`src/rtl/fifo_syn_pkg.sv`:
```
// Default geometry shared by the FIFO controller, its dual-port memory and the integration top.
package fifo_syn_pkg;
   localparam int WI  = 8;
   localparam int DEP = 16;
   localparam int ADD = 4;
endpackage : fifo_syn_pkg

```
`src/rtl/dual_port_syn.sv`:
```
// Synchronous dual-port memory with a registered read port; one-cycle read latency.
// A cycle with both strobes high performs neither access. Rst clears contents and dout.
module dual_port_syn
   import fifo_syn_pkg::*;
#(
   parameter int wi  = WI,
   parameter int dep = DEP,
   parameter int add = ADD
) (
   input  logic           clk,
   input  logic           rst,
   input  logic           wr,
   input  logic           rd,
   input  logic [add-1:0] wa,
   input  logic [add-1:0] ra,
   input  logic [wi-1:0]  din,
   output logic [wi-1:0]  dout
);
   logic [wi-1:0] mem_q [dep];
   logic [wi-1:0] dout_q;

   always_ff @(posedge clk) begin
      if (rst) begin
         for (int i = 0; i < dep; i++) begin
            mem_q[i] <= '0;
         end
         dout_q <= '0;
      end else if (wr && !rd) begin
         mem_q[wa] <= din;
      end else if (rd && !wr) begin
         dout_q <= mem_q[ra];
      end
   end

   assign dout = dout_q;
endmodule : dual_port_syn

```
`src/rtl/fifo_syn.sv`:
```
// Integration top: FIFO controller plus its dual-port memory on a shared clk/rst.
// Popped data appears on dout when rd_valid is high, one cycle after pop_ack.
module fifo_syn
   import fifo_syn_pkg::*;
#(
   parameter int wi  = WI,
   parameter int dep = DEP,
   parameter int add = ADD
) (
   input  logic          clk,
   input  logic          rst,
   input  logic          push_valid,
   input  logic [wi-1:0] push_data,
   output logic          push_ready,
   input  logic          pop_req,
   output logic          pop_ack,
   output logic          rd_valid,
   output logic [wi-1:0] dout,
   output logic          full,
   output logic          empty,
   output logic [add:0]  count,
   output logic          err_udf
);
   logic           mem_wr, mem_rd;
   logic [add-1:0] mem_wa, mem_ra;
   logic [wi-1:0]  mem_din;

   fifo_ctrl_syn #(.wi(wi), .dep(dep), .add(add)) u_ctrl (
      .clk        (clk),
      .rst        (rst),
      .push_valid (push_valid),
      .push_data  (push_data),
      .push_ready (push_ready),
      .pop_req    (pop_req),
      .pop_ack    (pop_ack),
      .rd_valid   (rd_valid),
      .mem_wr     (mem_wr),
      .mem_rd     (mem_rd),
      .mem_wa     (mem_wa),
      .mem_ra     (mem_ra),
      .mem_din    (mem_din),
      .full       (full),
      .empty      (empty),
      .count      (count),
      .err_udf    (err_udf)
   );

   dual_port_syn #(.wi(wi), .dep(dep), .add(add)) u_mem (
      .clk  (clk),
      .rst  (rst),
      .wr   (mem_wr),
      .rd   (mem_rd),
      .wa   (mem_wa),
      .ra   (mem_ra),
      .din  (mem_din),
      .dout (dout)
   );
endmodule : fifo_syn

```
`src/rtl/fifo_ctrl_syn.sv`:
```
// FIFO controller driving an external synchronous dual-port memory; read data arrives one cycle after pop_ack.
// A granted pop blocks a push in the same cycle; pushes stall while full, pops on empty set a sticky error.
module fifo_ctrl_syn
   import fifo_syn_pkg::*;
#(
   parameter int wi  = WI,
   parameter int dep = DEP,
   parameter int add = ADD
) (
   input  logic           clk,
   input  logic           rst,
   input  logic           push_valid,
   input  logic [wi-1:0]  push_data,
   output logic           push_ready,
   input  logic           pop_req,
   output logic           pop_ack,
   output logic           rd_valid,
   output logic           mem_wr,
   output logic           mem_rd,
   output logic [add-1:0] mem_wa,
   output logic [add-1:0] mem_ra,
   output logic [wi-1:0]  mem_din,
   output logic           full,
   output logic           empty,
   output logic [add:0]   count,
   output logic           err_udf
);
   localparam logic [add:0] CNT_FULL = (add+1)'(dep);

   logic [add-1:0] wr_ptr_q, wr_ptr_d;
   logic [add-1:0] rd_ptr_q, rd_ptr_d;
   logic [add:0]   count_q, count_d;
   logic           rd_valid_q;
   logic           err_udf_q, err_udf_d;
   logic           push_acc;

   assign empty      = (count_q == '0);
   assign full       = (count_q == CNT_FULL);
   assign pop_ack    = pop_req && !empty && !rst;
   assign push_ready = !full && !pop_ack && !rst;
   assign push_acc   = push_valid && push_ready;

   assign mem_wr  = push_acc;
   assign mem_rd  = pop_ack;
   assign mem_wa  = wr_ptr_q;
   assign mem_ra  = rd_ptr_q;
   assign mem_din = push_data;

   assign count    = count_q;
   assign rd_valid = rd_valid_q;
   assign err_udf  = err_udf_q;

   // Push and pop are mutually exclusive, so count moves by at most one per cycle.
   always_comb begin
      wr_ptr_d  = wr_ptr_q;
      rd_ptr_d  = rd_ptr_q;
      count_d   = count_q;
      err_udf_d = err_udf_q;
      if (push_acc) begin
         wr_ptr_d = wr_ptr_q + add'(1);
         count_d  = count_q + (add+1)'(1);
      end
      if (pop_ack) begin
         rd_ptr_d = rd_ptr_q + add'(1);
         count_d  = count_q - (add+1)'(1);
      end
      if (pop_req && empty) begin
         err_udf_d = 1'b1;
      end
   end

   always_ff @(posedge clk) begin
      if (rst) begin
         wr_ptr_q   <= '0;
         rd_ptr_q   <= '0;
         count_q    <= '0;
         rd_valid_q <= 1'b0;
         err_udf_q  <= 1'b0;
      end else begin
         wr_ptr_q   <= wr_ptr_d;
         rd_ptr_q   <= rd_ptr_d;
         count_q    <= count_d;
         rd_valid_q <= pop_ack;
         err_udf_q  <= err_udf_d;
      end
   end
endmodule : fifo_ctrl_syn

```
`config.mk`:
```
export PLATFORM = sky130hd
export DESIGN_NAME = fifo_syn
export DESIGN_NICKNAME = d
export VERILOG_FILES = /design/src/rtl/fifo_syn_pkg.sv /design/src/rtl/dual_port_syn.sv /design/src/rtl/fifo_syn.sv /design/src/rtl/fifo_ctrl_syn.sv
export SDC_FILE = /design/constraint.sdc
export NUM_CORES = 1
export LEC_CHECK = 0
export CORE_MARGIN = 5
export CORE_UTILIZATION = 25
export DETAILED_ROUTE_END_ITERATION = 6
export SETUP_SLACK_MARGIN = 0.05
export SKIP_CTS_REPAIR_TIMING = 1
export SLEW_MARGIN = 20
export SYNTH_ARGS = -nofsm -noshare
export SYNTH_HDL_FRONTEND = slang
export SYNTH_SLANG_ARGS = --single-unit
```
`constraint.sdc`:
```
create_clock -name clk -period 3.99 [get_ports clk]
set_clock_uncertainty 0.2 [all_clocks]
set_input_delay 0.5985 -clock clk [delete_from_list [all_inputs] [get_ports clk]]
set_output_delay 0.5985 -clock clk [all_outputs]
set_load 0.005 [all_outputs]
```
==> key figures <==
STA
  • Setup tns final: 0 ns
  • Crit share post-route: 82.4%
  • Final hold slack: 0.274 ns
  • Relative slew slack: 40.7%
  • Max frequency: 304 MHz
  • Final count of hold timing violations: 0
  • RSZ-0062 raised after global routing: false
  • Final Max Tran Viols: 0
  • Worst-Margin Slew: 0.888 ns
  • Final setup viols: 0
  • Final min period: 3.29 ns

Setup path
  • Launch point of the worst reg-to-reg path: u_ctrl.count[0]
  • Data arrival time of the critical path: 2.49 ns
  • CP max stage delay: 0.62 ns
  • Crit path required time: 3.19 ns
  • CP bufs+invs: 1
  • Worst reg-to-reg path cell count: 7
  • Type of origin of the critical path: flip-flop
  • FF-to-FF End: u_mem.mem_q[8][0]
  • Worst Setup End Kind: primary output
  • Worst path cell trace: nor4_1 > a21oi_1 > nor3_1 > clkdlybuf4s50_1
  • CP max FO: 7
  • Critical path's top delay family: simple AND/OR/NAND/NOR gates
  • Critical Path Sink: push_ready
  • Critical path type: flip-flop to primary output
  • Crit path depth: 4
  • Critical Path Source: u_ctrl.count[0]
  • Slowest stage cell on the critical path: nor4_1
  • Setup slack, reg-to-reg: 1.11 ns

Floorplanning
  • Die area: 30300 sq um
  • Core area: 26700 sq um
  • IO Pins: 31
  • Initial Utilization: 25.2%
  • Std-Cell Rows: 60
  • Die Ht: 174 um
  • Die width: 174 um

Power
  • Lkg Pwr: 2.69 nW
  • Pwr dens: 481 nW/um^2
  • Peak supply drop: 0.294 mV

Routing
  • Vias: 4228
  • WL final: 16.1 mm
  • Vias/cell: 4.61
  • DRC Markers: 0
  • Initial DRT Pass Iterations: 5
  • WL/cell: 17.5 um
  • ANT nets after route: 0
  • Iteration-0 DRC Markers: 398

Synth
  • Yosys top cell area share: 57.0%
  • Number of synthesized flops with an enable pin: 128
  • Ranking of synthesized cells by area: edfxtp_1 57%, mux4_2 11%, nor2_1 8.2%
  • Synth cell types: 37
  • Main synth FF type: edfxtp_1
  • Cells after Synth: 516
  • Yosys reg bits: 151
  • Count leader, synth: nor2_1
  • Cell taking the most area after synthesis: edfxtp_1
  • Sequential element share of the synthesized area: 63.9%
  • Yosys synthesis warning count: 0
  • Commonest cells post-synth: 148 x nor2_1, 128 x edfxtp_1, 36 x nand2_1
  • Fraction of registers with async set/reset: 0%
  • Mapped Avg Cell Area: 13.1 sq um
  • Syn nets: 537
  • Cell area after synthesis: 6740 sq um

Global route
  • First-pass GRT wire length: 25.4 mm
  • GR Util All Layers: 11.0%
  • Total grt overflow: 0
  • Vias in the first global route: 4356
  • Pin count of the biggest net entering global routing: 36
  • Initial antenna violation count: 0

Clocking
  • CTS tree: built
  • Clock buffer depth: 2
  • CTS clk-pin slew, worst paths: 0.06 ns
  • Clock Latency Late Sink: 0.43 ns
  • CTS sink count: 151
  • CTS Buf Count: 17
  • Clk root buf: clkbuf_16
  • H-tree levels: 4

Layout
  • N_diodes: 0
  • Reg area: 4310 sq um
  • Layout cells sized above 1: 19.2%
  • Nets: 585
  • Fillers: 2694
  • Multi-input gate area: 2260 sq um
  • Layout area overhead: 21.3%

Place
  • Final GP Congestion: 0.768
  • Buffers on Ports: 30
  • Hpwl dp: 10.8 mm

Outcome
  • Status: completed

Hold path
  • Hold path cells: 2
  • Hold WC Path Type: flip-flop to flip-flop
  • Hold path startpoint: u_ctrl.err_udf

Flow run
  • Max Cap Viol: 0
[worst min-delay path: cells and delay by family, from the launching register on]
family             cells  cell delay, ns
DFF                    1            0.33
and+or+nand+nor        1            0.07
AOI/OAI and AO/OA      1            0.04
[cell type report]
cell class | count | area share [%]
multi-input cells | 321 | 27.7
flip-flops and latches | 151 | 52.7
well taps | 341 | 5.22
repair buffers | 63 | 6.71
clock buffers | 17 | 5.21
inverters | 10 | 0.459
clock inverters | 15 | 2.05
[power by group]
group	switching (mW)	internal, mW
registers	0.0581	1.79
logic	0.243	0.227
clock network	0.683	0.935
[layer usage]
layer,global-route usage (%),vias to the layer above,routed length (um)
li1,-,1978,-
met1,14.6,2135,7190
met2,17.6,95,7750
met3,2.85,20,845
met4,3.79,0,283
met5,0,-,0
[kinds of logic (layout without fill, tap and decap cells)]
logic type	after synthesis	after routing	synth area share, %
AOI/OAI and AO/OA	51	51	5.33
xor gates and xnor gates	9	9	1.17
adders and majority gates	9	9	1.78
buffers and inverters	44	105	2.58
DFF	151	151	63.9
muxes	50	50	13.4
and+or+nand+nor	202	202	11.9
[sequential cells by signal, summed over array words and instances, names as in the netlist]
| signal | cells |
|---|---|
| u_mem.mem_q | 128 |
| u_mem.dout | 8 |
| u_ctrl.count | 5 |
| u_ctrl.mem_ra | 4 |
| u_ctrl.mem_wa | 4 |
| u_ctrl.err_udf | 1 |
| u_ctrl.rd_valid | 1 |
[layout by cell type (no fill, tap or decap), types with 3 or more instances in the layout]
cell,n
a21oi_1,5
inv_1,10
xnor2_1,5
nand2_2,4
a211oi_1,3
ha_1,8
dfxtp_1,22
o31ai_1,4
clkbuf_16,17
o21ai_0,15
clkinvlp_4,4
a31o_2,8
xor2_1,4
inv_6,5
clkdlybuf4s50_1,30
o22ai_1,8
nand2b_1,3
nand2_1,36
nor2_1,148
nor2b_1,3
buf_4,33
mux2i_1,18
mux4_2,32
edfxtp_1,128
[how the worst min path moves through the flow]
| stage | end |
|---|---|
| 2_1_floorplan | u_ctrl.err_udf |
| 5_1_grt | u_mem.dout[5] |
| 6_report | u_ctrl.err_udf |
| 3_3_place_gp | u_mem.dout[5] |
| 4_1_cts | u_ctrl.err_udf |
| 3_5_place_dp | u_ctrl.err_udf |
[stage by stage]
step / total power [mW] / cell area [sq um] / utilization (%) / setup slack (ns) / cells
floorplan: 2.15 / 6740 / - / 0.887 / 516
global placement: 2.36 / 7580 / 28.4 / 0.671 / 886
detailed placement: 2.36 / 7580 / 28.4 / 0.624 / 886
CTS: 3.96 / 8170 / 30.6 / 0.658 / 918
global route: 4.08 / 8170 / 30.6 / 0.507 / 918
finish: 3.93 / 8170 / 30.6 / 0.701 / 918
Power figures use the tool's default switching activity.
